`src/rtl/instruction_fetch_unit.sv`:
```
// Fetch stage: pulses the counter, reads instruction memory, holds the returned
// word for the decoder over valid/ready, with branch flush and a sticky timeout error.
module instruction_fetch_unit #(
  parameter int TIMEOUT_CYCLES = 15
) (
  input  logic        FU_clk,
  input  logic        FU_rst,
  input  logic        FU_run,
  input  logic        FU_flush,
  input  logic [7:0]  FU_pc_in,
  output logic        FU_pc_rd_en,
  output logic [7:0]  FU_mem_addr,
  output logic        FU_mem_rd_en,
  input  logic [15:0] FU_mem_data,
  input  logic        FU_mem_ack,
  output logic [15:0] FU_ir_out,
  output logic [3:0]  FU_opcode,
  output logic [3:0]  FU_reg_sel,
  output logic [7:0]  FU_imm,
  output logic        FU_valid,
  input  logic        FU_ready,
  output logic        FU_busy,
  output logic        FU_err
);

  typedef enum logic [2:0] {
    IDLE  = 3'd0,
    PC_RD = 3'd1,
    ADDR  = 3'd2,
    WAIT  = 3'd3,
    HOLD  = 3'd4
  } state_t;

  localparam logic [7:0] TMO_LAST = 8'(TIMEOUT_CYCLES - 1);

  state_t      r_state;
  logic [7:0]  r_mem_addr;
  logic [15:0] r_ir;
  logic [7:0]  r_tmo;
  logic        r_err;

  always_ff @(posedge FU_clk) begin
    if (FU_rst) begin
      r_state    <= IDLE;
      r_mem_addr <= 8'h00;
      r_ir       <= 16'h0000;
      r_tmo      <= 8'h00;
      r_err      <= 1'b0;
    end else if (FU_flush && r_state != IDLE) begin
      // Taken branch: drop whatever is in flight; the held word stays but loses valid.
      r_state <= FU_run ? PC_RD : IDLE;
    end else begin
      case (r_state)
        IDLE: begin
          if (FU_run && !r_err) r_state <= PC_RD;
        end
        PC_RD: r_state <= ADDR;
        ADDR: begin
          r_mem_addr <= FU_pc_in;
          r_tmo      <= 8'h00;
          r_state    <= WAIT;
        end
        WAIT: begin
          if (FU_mem_ack) begin
            r_ir    <= FU_mem_data;
            r_state <= HOLD;
          end else if (r_tmo == TMO_LAST) begin
            r_err   <= 1'b1;
            r_state <= IDLE;
          end else begin
            r_tmo <= r_tmo + 8'd1;
          end
        end
        HOLD: begin
          if (FU_ready) r_state <= FU_run ? PC_RD : IDLE;
        end
        default: r_state <= IDLE;
      endcase
    end
  end

  assign FU_pc_rd_en  = (r_state == PC_RD);
  assign FU_mem_rd_en = (r_state == WAIT);
  assign FU_valid     = (r_state == HOLD);
  assign FU_busy      = (r_state != IDLE);
  assign FU_err       = r_err;
  assign FU_mem_addr  = r_mem_addr;
  assign FU_ir_out    = r_ir;
  assign FU_opcode    = r_ir[15:12];
  assign FU_reg_sel   = r_ir[11:8];
  assign FU_imm       = r_ir[7:0];

endmodule

```
`config.mk`:
```
export PLATFORM = sky130hd
export DESIGN_NAME = instruction_fetch_unit
export DESIGN_NICKNAME = d
export VERILOG_FILES = /design/src/rtl/instruction_fetch_unit.sv
export SDC_FILE = /design/constraint.sdc
export NUM_CORES = 1
export LEC_CHECK = 0
export ABC_CLOCK_PERIOD_IN_PS = 1900
export CORE_MARGIN = 2
export CORE_UTILIZATION = 35
export DETAILED_ROUTE_END_ITERATION = 10
export GPL_TIMING_DRIVEN = 0
export PLACE_DENSITY_LB_ADDON = 0.15
export SLEW_MARGIN = 20
export SYNTH_ARGS = -nofsm -noshare
export SYNTH_HDL_FRONTEND = slang
export SYNTH_SLANG_ARGS = --single-unit
```
`constraint.sdc`:
```
create_clock -name FU_clk -period 1.9 [get_ports FU_clk]
set_clock_uncertainty 0.15 [all_clocks]
set_input_delay 0.285 -clock FU_clk [delete_from_list [all_inputs] [get_ports FU_clk]]
set_output_delay 0.285 -clock FU_clk [all_outputs]
set_load 0.005 [all_outputs]
```
=== Word level (Yosys, flattened, before mapping) ===
Cells that the tools add are included.

* Register bits after elaboration: 36
* Input port bits: 30
* Logic and storage cells: 39
* Output and inout bits: 45

* $add $sub $neg: 1
* Bitwise gates (word level): 2
* Reductions and logical operators: 11
* Eq/ne operators: 10
* Mux-type cells: 10

{| class="wikitable"
|+ Operator list
! kind !! number
|-
| 8-bit 2-to-1 mux || 2
|-
| 8-bit case mux with 2 select lines || 1
|-
| 3-bit 2-to-1 mux || 5
|-
| 3-bit case mux with 5 select lines || 1
|-
| 8-bit by 1-bit adder with 8-bit output, second input constant || 1
|-
| 8-bit by 4-bit == test with 1-bit output, second input constant || 1
|-
| 4-bit AND reduction || 2
|-
| 3-bit by 2-bit == test with 1-bit output, second input constant || 2
|-
| 3-bit AND reduction || 2
|-
| 2-bit inequality test, second input constant || 2
|-
| 4-bit by 1-bit inequality test with 1-bit output, second input constant || 1
|-
| 3-bit by 1-bit == test with 1-bit output, second input constant || 1
|-
| 3-bit == test, second input constant || 1
|-
| 3-bit logical NOT || 1
|-
| 3-bit by 1-bit inequality test with 1-bit output, second input constant || 1
|-
| 3-bit inequality test, second input constant || 1
|-
| 3-bit nonzero test || 1
|-
| 1-bit logical AND || 2
|-
| 1-bit NOT || 2
|-
| 2-bit AND reduction || 1
|-
| 2-bit nonzero test || 1
|-
| 1-bit logical NOT || 1
|-
| 1-bit 2-to-1 mux || 1
|}

=== Logic depth before layout (Yosys ltp) ===
Gate-level depths: netlist (run 1).

* Depth in word-level cells: 5
* Mapped depth: 7
* Mapped depth without buffers: 5

=== Worst setup path before layout (run 1) ===
Ideal clock, no wire load.

* Path kind: register to register
* From: reg r_state[0]
* To: reg r_tmo[2]
* Data required time: 1.634 ns
* Library setup time: 0.116 ns
* Arrival time: 1.401 ns
* Path buffers: 2
* Period minus slack after synthesis: 1.667 ns
* Path slack: 0.233 ns
* Stages on the path, launching flop included: 7
* Cell sequence: dfxtp_1 > buf_6 > nor4b_4 > or2_0 > buf_2 > nor2_1 > a31o_2

* Longest elaborated chain between the ends: 4
* Elaborated cells on any way between the ends: 10
* Those cells by class: eq/ne: 4; mux: 1; bitwise: 1; reduce/logical: 4

{| class="wikitable"
|+ RTL lines
! element !! RTL line !! text
|-
| from (decl) || 36 || <nowiki>state_t r_state;</nowiki>
|-
| from (signal assigned) || 51 || <nowiki>r_state <= FU_run ? PC_RD : IDLE;</nowiki>
|-
| from (signal assigned) || 75 || <nowiki>if (FU_ready) r_state <= FU_run ? PC_RD : IDLE;</nowiki>
|-
| branches (longest 4 deep; another with 4-bit AND reduction) || -- ||
|-
| to (signal assigned) || 71 || <nowiki>r_tmo <= r_tmo + 8'd1;</nowiki>
|-
| to (decl) || 39 || <nowiki>logic [7:0] r_tmo;</nowiki>
|}

Several ways; the timed one is not identified.
A chain may end at the register's enable or synchronous reset.

=== Final worst setup path (run 1) ===
* From: reg r_state[1]
* To: out FU_busy

* Longest elaborated chain between the ends: 1

{| class="wikitable"
|+ RTL lines
! element !! RTL line !! text
|-
| 3-bit nonzero test || 85 || <nowiki>assign FU_busy = (r_state != IDLE);</nowiki>
|-
| to (decl) || 22 || <nowiki>output logic FU_busy,</nowiki>
|}

No other way between the ends.

==> results of run 1 <==
logic make-up after synthesis:
kind of cell,synth area share (%)
AO/OA/AOI/OAI,10.9
multiplexers,9.50
AND/OR/NAND/NOR,21.6
XOR/XNOR,1.56
buffers and inverters,12.2
flip-flops,42.8
adder cells (fa/ha/maj),1.48
report_power, final:
group	leakage, uW	internal [uW]	switching, uW
logic	0.000620	102	63.9
clock network	0.0000510	289	267
registers	0.000291	762	4.58
total	0.000962	1150	335
routing by layer:
metal	track usage, %	wire, um
met3	4.80	281
met1	19.5	1790
met4	5.45	63
met5	0	0
met2	23.5	1660
worst max-delay path, cell delays in order (launching register included):
cell and delay [ns]:
dfxtp_2 0.33, buf_6 0.14, or3_1 0.35, dlygate4sd2_1 0.27
metrics by stage:
| step | cells | hold slack [ns] | setup TNS [ns] |
|---|---|---|---|
| CTS | 323 | 0.113 | 0 |
| global route | 324 | 0.116 | 0 |
| finish | 324 | 0.127 | 0 |
| detailed placement | 314 | 0.299 | -0.860 |
| global placement | 314 | 0.293 | -0.971 |
| floorplan | 187 | 0.271 | 0 |
how the worst min path moves through the flow:
stage / from / end / slack [ns]
floorplan: FU_pc_in[0] / FU_mem_addr[0] / 0.27
global placement: FU_mem_addr[7] / FU_mem_addr[7] / 0.29
detailed placement: FU_mem_addr[2] / FU_mem_addr[2] / 0.30
global route: FU_flush / r_state[0] / 0.12
finish: FU_flush / r_state[0] / 0.13
CTS: FU_flush / r_state[0] / 0.11
registers in the layout, indices dropped and copies added, names as in the netlist:
signal       count
FU_err           1
FU_ir_out       16
FU_mem_addr      8
r_state          3
r_tmo            8
cell type report:
class,instances,area (um^2),share of cell area [%]
Clock buffer,6,82.6,3.16
Inverter,4,15.0,0.574
Tap cell,54,67.6,2.58
Clock inverter,2,10.0,0.383
Multi-Input combinational cell,121,773,29.6
Timing Repair Buffer,75,741,28.3
Sequential cell,36,723,27.6
Buffer,26,204,7.80
what timing repair did:
| action | 4_1_cts | 5_1_grt |
|---|---|---|
| endpoints found under the setup margin | 5 | 8 |
| buffers inserted | 1 | 1 |
| pin swaps | 2 | 1 |
| hold buffers | 0 | 0 |
| resized for setup | 11 | 3 |
cell usage in the layout, fill, tap and decap left out, types with 2 or more instances in the layout:
| master | Yosys | final |
|---|---|---|
| buf_4 | 18 | 19 |
| dfxtp_1 | 36 | 34 |
| mux2i_1 | 16 | 16 |
| dfxtp_2 | 0 | 2 |
| and3b_2 | 1 | 2 |
| nand3_1 | 3 | 3 |
| o21ai_0 | 2 | 2 |
| a21oi_1 | 11 | 11 |
| ha_1 | 2 | 2 |
| clkinv_2 | 0 | 2 |
| buf_6 | 3 | 4 |
| clkbuf_1 | 3 | 3 |
| and2_1 | 2 | 2 |
| xnor2_1 | 3 | 3 |
| nand2_1 | 24 | 24 |
| nor2_1 | 26 | 25 |
| inv_1 | 4 | 4 |
| dlygate4sd2_1 | 0 | 4 |
| nor4_1 | 5 | 5 |
| clkbuf_8 | 0 | 6 |
| or3_1 | 2 | 2 |
| a211oi_1 | 3 | 2 |
| clkdlybuf4s50_1 | 0 | 69 |
==> impl_summary.txt, run 1 <==
----------------------------------------------------
[Routing]
  Average routed wire per standard cell ... 11.7 um
  Routed wire length ... 3.80 mm
  Post-route ant nets ... 0
  Per-cell via count in the routed design ... 4.55
  Iteration-0 DRC Markers ... 50
  Routed vias ... 1475
  First-pass iteration count of the detailed router ... 4
  Remaining routing DRC violations ... 0

[Placement]
  Port Buffers ... 73
  Placed Instance Area ... 0.00248 mm^2
  Routability congestion estimate ... 0.755
  Total half-perimeter wirelength after legalization and detailed placement ... 2.80 mm
  Pre-CTS worst setup slack ... -0.235 ns

[Synth]
  Cell variety after synth ... 40
  Share of the synthesized area in the top cell type ... 42.8%
  Number of synthesized register bits ... 36
  Most repeated cell in the gate-level netlist after synthesis ... dfxtp_1
  Main flop type after synthesis ... dfxtp_1
  Mapped Nets ... 219
  Mean instance size in the synthesized netlist ... 9.01 um^2
  Top cells by area, synth ... dfxtp_1 43%, mux2i_1 9.5%, buf_4 8.0%
  Post-synthesis sequential area ratio ... 42.8%
  Number of enable flip-flop cells after synthesis ... 0
  FFs w/ async S/R, synth ... 0%
  Commonest cells in the synthesized netlist ... 36 x dfxtp_1, 26 x nor2_1, 24 x nand2_1
  Cell Area, Synth ... 0.00169 mm^2
  Synthesized netlist cell count ... 187
  Cell type with the highest aggregate area in the netlist ... dfxtp_1
  YS warnings ... 0

[STA]
  Number of pins with negative max-slew slack in the final report ... 0
  Final setup fails ... 0
  Shortest period the worst path allows ... 1.82 ns
  Transition time at the pin with the least slew margin ... 0.555 ns
  Fin crit share ... 95.8%
  Relative max-transition margin ... 62.7%
  Achievable clock frequency ... 550 MHz
  Final setup margin ... 0.0805 ns
  Number of hold-slack violations in the final timing report ... 0
  Setup repair after global routing missed its margin ... false

[Clock network]
  Buffer depth of the longest clock path ... 2
  Number of clock sinks ... 36
  H-tree lvl count ... 2
  CTS Root Cell ... clkbuf_8
  Number of buffers inserted during clock tree synthesis ... 5
  CTS clock-pin slew for the worst setup and hold paths ... 0.07 ns
  Clock latency of the later-clocked register in the worst-skew pair ... 0.29 ns
  TritonCTS clock tree ... built

[Layout]
  Area added between synthesis and finish ... 55.2%
  Final Cell Area ... 0.00262 mm^2
  Final core utilization ... 55.8%
  Final antenna diode count ... 0
  Layout fillers ... 452
  Fraction of layout cells with a size suffix above 1 ... 17.0%
  Final-stage net count ... 301

[Die]
  Area inside the core boundary ... 0.00469 mm^2
  Initial core utilization ... 35.9%
  IO Count ... 75
  Chip width ... 73.4 um
  Standard-cell rows ... 25
  Area of the die ... 0.00539 mm^2
  Height of the die ... 73.4 um

[Power and ir drop]
  P per Cell Area ... 569 mW/mm^2
  Standby leakage power ... 0.000962 uW
  Overall power after layout ... 1490 uW
  VDD IR-drop max ... 0.285 mV

[GRT]
  First-pass GRT wire length ... 6.24 mm
  Total global routing overflow ... 0
  Number of antenna violations at the first check in global routing ... 0
  Global-route usage over all layers ... 15.1%
  Number of global-route vias before repair ... 1318
  Largest net degree at the start of global routing ... 12

[Worst setup path]
  Signal arrival time at the worst endpoint ... 1.38 ns
  Worst reg-to-reg setup slack ... 0.08 ns
  CP max FO ... 10
  Worst EP required ... 1.46 ns
  Kind of start point of the critical path ... flip-flop
  R2R Path End ... r_tmo[4]
  CP startpoint ... r_state[1]
  Start of the worst register-to-register path ... r_state[0]
  Worst Setup End Kind ... output pin
  Critical path endpoint ... FU_busy
  Kind of critical path ... flip-flop to output pin
  Worst-case reg-to-reg path depth ... 6

[Hold path]
  Hold crit path type ... input port to flip-flop
  Cell depth of the worst min-delay path ... 3

[Run]
  Number of max-cap violations ... 0

[Status]
  Status ... finished clean

----------------------------------------------------
Power figures use the tool's default switching activity.
==> run 2, diff against run 1 <==
- CTS_CLUSTER_SIZE: unset -> 25
==> results of run 2 <==
No change in the layout: final DEF, timing and power equal those of run 1.
